`src/rtl/pipe_ctrl_chain.sv`:
```
// E/M/W control-bundle pipeline with per-stage valid, bubble insertion and an
// MDU occupancy tracker that stalls PC/F/D while a mult/div is in flight.
module pipe_ctrl_chain #(
  parameter int CTRL_W  = 16,
  parameter int MUL_LAT = 4,
  parameter int DIV_LAT = 32
) (
  input  logic              clk,
  input  logic              reset,
  input  logic [CTRL_W-1:0] ctrlD,
  input  logic              validD,
  input  logic              mdu_startD,
  input  logic              mdu_is_divD,
  input  logic              mdu_readD,
  input  logic              stallD,
  input  logic              flushE,
  output logic [CTRL_W-1:0] ctrlE,
  output logic [CTRL_W-1:0] ctrlM,
  output logic [CTRL_W-1:0] ctrlW,
  output logic              validE,
  output logic              validM,
  output logic              validW,
  output logic              mdu_busy,
  output logic              mdu_stall,
  output logic              mdu_done
);

  localparam int STAGES = 3;
  localparam int CNT_W  = $clog2(DIV_LAT + 1);

  typedef enum logic {IDLE = 1'b0, BUSY = 1'b1} state_t;

  logic [STAGES:1][CTRL_W-1:0] ctrl_pipe;
  logic [STAGES:1]             vld_pipe;
  logic                        bubble;
  logic                        accept;

  state_t           state, state_nxt;
  logic [CNT_W-1:0] count, count_nxt;
  logic             done_nxt;

  assign bubble = flushE | stallD | mdu_stall;
  assign accept = validD & mdu_startD & ~bubble;

  // Stage 1 (E) takes D or a bubble; M and W shift unconditionally.
  always_ff @(posedge clk or posedge reset) begin
    if (reset) begin
      ctrl_pipe <= '0;
      vld_pipe  <= '0;
    end else begin
      ctrl_pipe[1] <= bubble ? '0 : ctrlD;
      vld_pipe[1]  <= bubble ? 1'b0 : validD;
      ctrl_pipe[STAGES:2] <= ctrl_pipe[STAGES-1:1];
      vld_pipe[STAGES:2]  <= vld_pipe[STAGES-1:1];
    end
  end

  assign ctrlE  = ctrl_pipe[1];
  assign ctrlM  = ctrl_pipe[2];
  assign ctrlW  = ctrl_pipe[3];
  assign validE = vld_pipe[1];
  assign validM = vld_pipe[2];
  assign validW = vld_pipe[3];

  always_ff @(posedge clk or posedge reset) begin
    if (reset) begin
      state    <= IDLE;
      count    <= '0;
      mdu_done <= 1'b0;
    end else begin
      state    <= state_nxt;
      count    <= count_nxt;
      mdu_done <= done_nxt;
    end
  end

  // count is loaded only from IDLE and leaves BUSY at 1, so it never wraps.
  always_comb begin
    state_nxt = state;
    count_nxt = count;
    done_nxt  = 1'b0;
    case (state)
      IDLE: if (accept) begin
        state_nxt = BUSY;
        count_nxt = mdu_is_divD ? CNT_W'(DIV_LAT) : CNT_W'(MUL_LAT);
      end
      BUSY: if (count == CNT_W'(1)) begin
        state_nxt = IDLE;
        count_nxt = '0;
        done_nxt  = 1'b1;
      end else begin
        count_nxt = count - CNT_W'(1);
      end
      default: state_nxt = IDLE;
    endcase
  end

  always_comb begin
    mdu_busy  = (state == BUSY);
    mdu_stall = validD & (mdu_startD | mdu_readD) & mdu_busy;
  end

endmodule

```
`config.mk`:
```
export PLATFORM = sky130hd
export DESIGN_NAME = pipe_ctrl_chain
export DESIGN_NICKNAME = d
export VERILOG_FILES = /design/src/rtl/pipe_ctrl_chain.sv
export SDC_FILE = /design/constraint.sdc
export NUM_CORES = 1
export LEC_CHECK = 0
export BUFFER_PORTS_ARGS = -buffer_cell sky130_fd_sc_hd__clkbuf_2
export CAP_MARGIN = 20
export CELL_PAD_IN_SITES_DETAIL_PLACEMENT = 1
export CELL_PAD_IN_SITES_GLOBAL_PLACEMENT = 2
export CORE_MARGIN = 2
export CORE_UTILIZATION = 27
export DETAILED_ROUTE_END_ITERATION = 16
export GPL_TIMING_DRIVEN = 0
export PLACE_DENSITY = 0.7
export SYNTH_ARGS = -nofsm -noshare
export SYNTH_HDL_FRONTEND = slang
export SYNTH_SLANG_ARGS = --single-unit
```
`constraint.sdc`:
```
create_clock -name clk -period 1.75 [get_ports clk]
set_input_delay 0.2625 -clock clk [delete_from_list [all_inputs] [get_ports clk]]
set_output_delay 0.2625 -clock clk [all_outputs]
set_load 0.005 [all_outputs]
```
======== Word level (Yosys, flattened, before mapping) ========
Cells that the tools add are included.
word-level totals
  flip-flop bits (word level) ............. 59
  logic and storage cells ................. 30
operators by class
  add/subtract/negate cells ............... 1
  equality and inequality tests ........... 2
  multiplexer cells ....................... 11
  bitwise logic cells ..................... 9
operators by type and width
  operator                                                             number
  6-bit 2-to-1 mux                                                     3
  16-bit 2-to-1 mux                                                    1
  6-bit one-hot mux with 2 select lines                                1
  6-bit by 1-bit == test with 1-bit output (second input constant)     1
  6-bit by 1-bit subtractor with 6-bit output (second input constant)  1
  1-bit 2-to-1 mux                                                     5
  1-bit AND                                                            4
  1-bit OR                                                             3
  2-bit != test (second input constant)                                1
  1-bit NOT                                                            2
  1-bit one-hot mux with 2 select lines                                1

======== Depth between registers and ports, before layout ========
Gate-level depths: netlist (run 1).
  depth after elaboration ................. 8
  gate-level depth with buffers ........... 5

======== Worst setup path before layout (run 1) ========
OpenSTA, ideal clock, no wires.
  path kind ............................... reg-to-reg
  from .................................... register count[1]
  to ...................................... register count[0]
  arrival ................................. 1.408 ns
  slack ................................... 0.205 ns
  stages on the path, launching flop included .. 6
  period minus slack after synthesis ...... 1.545 ns
  path through ............................ dfrtp_1 inv_1 ha_1 or4b_4 o21ai_0 mux2i_1
on the way
  longest elaborated chain between the ends .. 3
RTL lines
  item                                      line  source
  start: declaration                        39    logic [CNT_W-1:0] count, count_nxt;
  start signal: assignment                  72    count <= count_nxt;
  6-bit by 1-bit == test with 1-bit output  87    BUSY: if (count == CNT_W'(1)) begin
  6-bit 2-to-1 mux                          87
  6-bit one-hot mux with 2 select lines     82    case (state)
No other way between the ends.
A chain may end at the register's enable or synchronous reset.

======== Worst setup path in the final report (run 1) ========
  from .................................... register count[1]
  to ...................................... register count[4]
on the way
  longest elaborated chain between the ends .. 3
  elaborated cells between the ends (all ways) .. 4
  classes of those cells .................. add/sub: 1; eq/ne: 1; mux: 2
RTL lines
  item                                                                                                     line
  6-bit by 1-bit subtractor with 6-bit output or 6-bit by 1-bit == test with 1-bit output (tied branches)  92, 87
  6-bit 2-to-1 mux (*)                                                                                     87
  6-bit one-hot mux with 2 select lines (*)                                                                82
Mark *: on every way between the ends. The rest lies on a longest branch, timed or not.

==> out/metrics.cfg, run 1 <==
[synth]
synthTopCellsByArea = dfrtp_1 (79%), and2_1 (5.7%), ha_1 (1.3%)
synth_fp_nets = 141
synth_top_area_share_pct = 78.7
ys_seq_area_share_pct = 78.7
syn_avg_cell_area_um2 = 16.3
synth_seq_cells = 59
netlist.top_cell.by_area = dfrtp_1
synthCells = 115
ys_warn_count = 0
netlist_area_mm2 = 0.00188
synth.distinct_cells = 27

[setup_path]
crit_path_frequent_cell = o211ai_1
critPathArrivalTime_ns = 1.75
start_kind = flip-flop
cp_cell_sequence = inv_1 > ha_1 > or4b_4 > o211ai_1 > o211ai_1
required_ns = 1.93
cp-end-kind = flip-flop
r2r-start = count[1]
worstPathMaxFanout = 3
critPathSlowestCell = or4b_4
rrSetupSlack_ns = 0.18
worstRegToRegCells = 5
worstSetupPathType = flip-flop to flip-flop
r2r-end = count[4]
critPathMaxStageDelay_ns = 0.48

[global_routing]
grt_pass1_wl_um = 5840
grt_max_degree = 33
gr-total-overflow = 0
grt_util_all_layers_pct = 10.5
antenna_found_initial = 0
grt_pass1_vias = 1103

[clocking]
cts_buffers = 9
tritoncts = built
clkTransAtPathRegs_ns = 0.06
cts_hold_buf = 0
insertion_delay_ns = 0.31
clockRootBuffer = clkbuf_8
htreeDepth = 3
cts.sinks = 59
cts_buffer_depth = 2

[timing]
period_share_pct = 90.0
hold_ws_ns = -0.00195
rsz0062_at_grt = no
skew_ns = 0.00314
relSlewSlack_pct = 59.9
finalSetupViolCount = 0
min_period_ns = 1.57
slew_viol_final = 0
max_slew.worst_pin.slew_ns = 0.600
max_freq_mhz = 635
hold_violations = 7

[power]
powerDensity_mw_per_mm2 = 1390
p_leak_nw = 1.42
ir_drop_uv = 408

[die]
coreArea_mm2 = 0.00676
die_height_um = 87.4
start_util_pct = 27.8
io_pins = 78
dieArea_mm2 = 0.00763
placementRows = 30
die_w_um = 87.4

[finish]
syn_to_final_growth_pct = 38.9
num-nets-final = 230
mostFrequentLayoutCells = clkbuf_2 (77), dfrtp_1 (59), and2_1 (17), clkbuf_8 (11), inv_1 (5)
diodes = 0
mostFrequentLayoutCell = clkbuf_2
drive_gt1_share_pct = 48.3
final_cells = 287

[place]
portBuffers = 77
dp.cells = 273
hpwl_um = 2890
place_congestion = 0.702

[run]
maxCapViolations = 0

[worst_hold_path]
hold_path_class = input port to asynchronous set/reset pin

[run_status]
status = complete, but fails checks
violations = negative hold slack

[drt]
drtAntennaViolNets = 0
drtIter0Drc = 30
wl_met2_um = 1780
first_pass_iters = 4
wirelength_met1_um = 1750
drc = 0
drt-total-wl_um = 3840
wl_met3_um = 236
top_layer = met4
num_vias = 1183
routedWlPerCell_um = 13.4
viasPerCell = 4.12

## worst max-delay path: cells and delay by family, from the launching register on
kind | cells | cell delay [ns]
AND/OR/NAND/NOR | 1 | 0.48
flip-flops | 1 | 0.39
AO/OA/AOI/OAI | 2 | 0.29
adder cells (fa/ha/maj) | 1 | 0.17
buffers and inverters | 1 | 0.10
## per-stage QoR
step / setup TNS [ns] / power (mW) / cell area, um2 / worst slack, ns / util [%]
finish: 0 / 3.61 / 2610 / 0.176 / 38.6
global route: 0 / 3.82 / 2610 / 0.00729 / 38.6
floorplan: 0 / 2.07 / 1880 / 0.0312 / -
detailed placement: -0.463 / 2.31 / 2380 / -0.0570 / 35.3
global placement: -39.86 / 2.29 / 2360 / -0.676 / 35.0
CTS: 0 / 3.66 / 2600 / 0.0708 / 38.5
## timing repair
action                     4_1_cts  5_1_grt
setup buffers                    0        0
setup endpoints to repair       13        3
resized for setup                2        1
## report_power, final
| group | total (mW) | internal, mW | switching (mW) |
|---|---|---|---|
| clock network | 1.33 | 0.865 | 0.465 |
| logic | 0.633 | 0.326 | 0.308 |
| registers | 1.65 | 1.52 | 0.131 |
| total | 3.61 | 2.71 | 0.903 |
## final cells by class
class / count / area [um2]
Timing Repair Buffer: 78 / 405
Tap cell: 80 / 100
Fill cell: 734 / 4150
Inverter: 6 / 22.5
Sequential cell: 59 / 1480
Buffer: 2 / 11.3
Clock buffer: 12 / 155
Multi-Input combinational cell: 48 / 375
Clock inverter: 2 / 60.1
## synthesized netlist by cell type (all sizes together)
cell type and n:
dfrtp 59, and2 17, inv 6, nand2b 3, nor2 3, ha 2
mux2i 2, nor3 2, o211ai 2, xnor2 2, a311o 1, and4bb 1
buf 1, clkbuf 1, nand3b 1, nor3b 1, nor4 1, nor4b 1
o211a 1, o21ai 1, o22ai 1, o2bb2ai 1, o311ai 1, o31ai 1
or2 1, or4 1, or4b 1
## how the worst max path moves through the flow
stage	start	end	cells after the start
finish	count[1]	count[4]	5
CTS	count[1]	count[0]	5
global route	mdu_busy	ctrlE[5]	4
floorplan	reset	count[0]	1
detailed placement	count[1]	count[0]	5
global placement	reset	ctrlE[8]	2
## layer usage
metal,up-vias,global-route usage [%]
met5,-,0
met1,572,14.2
met4,0,6.29
met3,5,3.32
met2,51,14.5
li1,555,-
## registers in the layout, summed over array words and instances (netlist names)
register and cells:
ctrlW 16, count 6, ctrlM 16, mdu_busy 1
vld_pipe 3, ctrlE 16, mdu_done 1
## kinds of logic after synthesis
family	after synthesis	share of synthesized area, %
flops	59	78.7
compound gates	9	3.80
xor+xnor	2	0.934
buf+inv	8	1.80
simple gates	33	12.4
fa+ha+maj	2	1.33
mux	2	1.07
No activity file was read; power rests on OpenSTA's default activity.
==> inputs of run 2 (changes only) <==
PLACE_DENSITY = 0.72   (was 0.7)
==> run 2 against run 1 <==
Net effect: the run now ends clean; flip-flop and latch count unchanged; global-route usage grew 0.95 points; critical path depth unchanged; total power shrank 2.0%; combinational power rose by 3%; critical path type unchanged; critical endpoint unchanged; largest power group unchanged; highest routed layer unchanged.
==> out/metrics.cfg, run 2 (synthesis gave the netlist of run 1 again) <==
[finish]
diodes = 0
utilization_pct = 38.4
mostFrequentLayoutCell = clkbuf_2
final_cells = 288
num-nets-final = 230
mostFrequentLayoutCells = clkbuf_2 (77), dfrtp_1 (59), and2_1 (17), clkbuf_8 (11), inv_1 (4)
drive_gt1_share_pct = 50.0
fin_area_mm2 = 0.00259
syn_to_final_growth_pct = 38.3

[timing]
min_period_ns = 1.60
hold_ws_ns = 0.0171
rsz0062_at_grt = no
max_freq_mhz = 624
hold_violations = 0
finalSetupViolCount = 0
slew_viol_final = 0
relSlewSlack_pct = 56.0
period_share_pct = 91.6
setup_tns_ns = 0
max_slew.worst_pin.slew_ns = 0.659
timing.final.ws_setup_ns = 0.147
skew_ns = 0.00933

[drt]
drtIter0Drc = 12
wirelength_met1_um = 1830
drc = 0
drtAntennaViolNets = 0
viasPerCell = 4.25
routedWlPerCell_um = 14.4
first_pass_iters = 3
wl_met3_um = 228
num_vias = 1224
wl_met2_um = 2000
top_layer = met4
drt-total-wl_um = 4150

[place]
placed_cell_area_mm2 = 0.00238
dp.cells = 273
portBuffers = 77
preCtsSetupSlack_ns = -0.110
hpwl_um = 3020
place_congestion = 0.677

[global_routing]
antenna_found_initial = 0
grt_max_degree = 32
gr-total-overflow = 0
grt_util_all_layers_pct = 11.4
grt_pass1_wl_um = 6380
grt_pass1_vias = 1197

[setup_path]
cp-end-kind = flip-flop
rrSetupSlack_ns = 0.15
start_kind = flip-flop
critPathArrivalTime_ns = 1.79
worstPathMaxFanout = 3
worstSetupPathType = flip-flop to flip-flop
required_ns = 1.94

[die]
dieArea_mm2 = 0.00763
placementRows = 30
start_util_pct = 27.8
coreArea_mm2 = 0.00676
die_w_um = 87.4
die_height_um = 87.4
io_pins = 78

[clocking]
cts_buffer_depth = 2
clockRootBuffer = clkbuf_8
clkTransAtPathRegs_ns = 0.07
tritoncts = built
insertion_delay_ns = 0.32
cts_hold_buf = 0
cts_buffers = 9
cts_setup_buffers = 0
htreeDepth = 3
cts.sinks = 59

[power]
ir_drop_uv = 349
finalPower_mw = 3.54
p_leak_nw = 1.41
powerDensity_mw_per_mm2 = 1360

[run]
maxCapViolations = 0

[worst_hold_path]
hold_path_class = input port to asynchronous set/reset pin

[run_status]
status = finished, final reports clean

## run 2: cell types whose count changed in the layout (fill, tap and decap cells not counted), sizes merged
cell,previous run,this run
clkinvlp,0,2
clkbuf,90,89
clkinv,0,1
bufinv,2,1
## run 2: path summary, 6_finish.rpt
path                                start         to  cells after the start
min in group clk                 ctrlD[8]   ctrlE[8]                      2
worst min-delay path                reset   ctrlW[8]                      2
max in group asynchronous           reset   mdu_busy                      3
worst min register to register  ctrlM[10]  ctrlW[10]                      0
worst max register to register   count[1]   count[4]                      5
worst max-delay path             count[1]   count[4]                      5
## run 2: routing by layer
metal	vias to the layer above	global-route usage (%)
met5	-	0
met2	50	16.9
met1	610	14.6
met3	7	3.22
met4	0	7.13
li1	557	-
## run 2: cell type report
type / count / area, um2
fillers: 744 / 4160
flip-flops and latches: 59 / 1480
repair buffers: 78 / 405
multi-input cells: 48 / 378
clock buffers: 11 / 151
well taps: 80 / 100
clock inverters: 4 / 50.0
inverters: 6 / 22.5
plain buffers: 2 / 11.3
## run 2: report_power, final
group	internal [mW]	switching [mW]	leakage [nW]
clock	0.724	0.506	0.0974
sequential	1.52	0.143	0.791
combinational	0.329	0.321	0.522
total	2.57	0.970	1.41
## run 2: worst max-delay path, stage by stage, from the launching register on
cell and delay (ns):
dfrtp_1 0.41, inv_2 0.08, ha_2 0.18, or4b_4 0.48, o211ai_1 0.20, o211ai_1 0.12
## run 2: what timing repair did
item	in CTS	in global routing
setup endpoints to repair	13	4
pin swaps	0	1
resized for setup	2	3
==> inputs of run 3 (changes only) <==
SETUP_SLACK_MARGIN = 0.2   (was not set)
==> run 3 against run 2 <==
Net effect: final cell count rose by 1.0%; die area did not move; clock-buffer cell count fell by 1; clock skew fell by 0.0012 ns; global-route usage fell by 0.11 points; first-iteration DRC count rose to 3.2 times the previous value.
==> out/metrics.cfg, run 3 (synthesis gave the netlist of run 1 again) <==
[timing]
relSlewSlack_pct = 72.1
hold_violations = 0
max_slew.worst_pin.slew_ns = 0.417
period_share_pct = 89.9
skew_ns = 0.00812
max_freq_mhz = 636
rsz0062_at_grt = yes
timing.final.ws_setup_ns = 0.177
slew_viol_final = 0
min_period_ns = 1.57
finalSetupViolCount = 0

[drt]
drc = 0
drtIter0Drc = 38
first_pass_iters = 4
drtAntennaViolNets = 0
routedWlPerCell_um = 14.4
drt-total-wl_um = 4190
viasPerCell = 4.25
num_vias = 1237

[worst_hold_path]
hp-start = ctrlD[8]
hold_path_class = input port to flip-flop
hold_end = ctrlE[8]
holdPathStages = 2

[setup_path]
cp_cell_sequence = or4_4 > nand3b_4 > a311o_1
r2r-end = count[5]
critical_path_buf_inv_count = 0
critPathMaxStageDelay_ns = 0.53
start_kind = flip-flop
critPathArrivalTime_ns = 1.77
worstSetupPathType = flip-flop to flip-flop
worstRegToRegCells = 3
rrSetupSlack_ns = 0.18
critPathSlowestCell = or4_4
cp-end-kind = flip-flop
crit_family = simple AND/OR/NAND/NOR gates
r2r-start = count[0]
required_ns = 1.95
worstPathMaxFanout = 4

[clocking]
cts_buffer_depth = 2
insertion_delay_ns = 0.32
htreeDepth = 3
clockRootBuffer = clkbuf_8
cts_buffers = 9
clkTransAtPathRegs_ns = 0.07
tritoncts = built
cts.sinks = 59

[global_routing]
grt_pass1_wl_um = 6420
gr-total-overflow = 0
grt_pass1_vias = 1251
grt_max_degree = 43
grt_util_all_layers_pct = 11.3
antenna_found_initial = 0

[power]
powerDensity_mw_per_mm2 = 1360
p_leak_nw = 1.43
finalPower_mw = 3.59
ir_drop_uv = 483

[place]
preCtsSetupSlack_ns = -0.0427
portBuffers = 77
place_congestion = 0.704
dp.cells = 273
hpwl_um = 2980

[die]
dieArea_mm2 = 0.00763
placementRows = 30
die_w_um = 87.4
io_pins = 78
coreArea_mm2 = 0.00676
die_height_um = 87.4
start_util_pct = 27.8

[run_status]
status = finished, final reports clean

[finish]
nFillCells = 756
diodes = 0
mostFrequentLayoutCell = clkbuf_2
final_cells = 291
num-nets-final = 232
syn_to_final_growth_pct = 40.9
mostFrequentLayoutCells = clkbuf_2 (78), dfrtp_1 (58), and2_1 (17), clkbuf_8 (10), inv_1 (4)
drive_gt1_share_pct = 51.2

[run]
maxCapViolations = 0

-- run 3: where the power goes --
group          internal (mW)  total (mW)  leakage, nW  switching, mW
clock                  0.695        1.23        0.102          0.531
combinational          0.357       0.692        0.535          0.335
sequential              1.52        1.67        0.790          0.151
total                   2.57        3.59         1.43           1.02
-- run 3: repair_timing --
action                     4_1_cts  5_1_grt
hold endpoints to repair        17        0
pin swaps                        2        2
buffers inserted                 1        0
hold buffers                     1        0
gates resized for setup          6        5
setup endpoints to repair       15       15
-- run 3: worst max path at each step --
stage / endpoint / slack [ns] / from / cells past startpoint
after global routing: count[4] / 0.13 / count[1] / 5
final: count[5] / 0.18 / count[0] / 3
after CTS: count[4] / 0.18 / count[1] / 5
after global placement: count[0] / -0.05 / count[1] / 5
after floorplan: count[0] / 0.20 / count[1] / 5
after detailed placement: count[0] / -0.04 / count[1] / 5
-- run 3: area by class of cell --
cell class	count	area (um2)	area share (%)
flip-flops and latches	59	1480	55.9
repair buffers	80	423	16.0
multi-input cells	48	402	15.2
clock buffers	10	138	5.21
well taps	80	100	3.79
clock inverters	6	65.1	2.46
inverters	6	26.3	0.994
plain buffers	2	12.5	0.473
-- run 3: through the flow --
stage | utilization [%] | area [um2] | hold slack, ns | setup TNS (ns)
2_1_floorplan | - | 1880 | 0.362 | 0
3_3_place_gp | 35.0 | 2370 | 0.356 | -0.114
3_5_place_dp | 35.3 | 2390 | 0.277 | -0.126
4_1_cts | 38.9 | 2630 | 0.129 | 0
5_1_grt | 39.1 | 2640 | 0.130 | 0
6_report | 39.1 | 2640 | 0.146 | 0
-- run 3: routing by layer --
layer  vias up  share of wire (%)  GRT usage, %
li1        564                  -             -
met1       621                 39          12.5
met2        50                 53          19.1
met3         2                7.1          4.74
met4         0               0.93          4.62
met5         -                  0             0
-- run 3: worst register-to-register path, cell delays in order, from the launching register on --
cell and delay, ns:
dfrtp_2 0.45, or4_4 0.53, nand3b_4 0.16, a311o_1 0.31
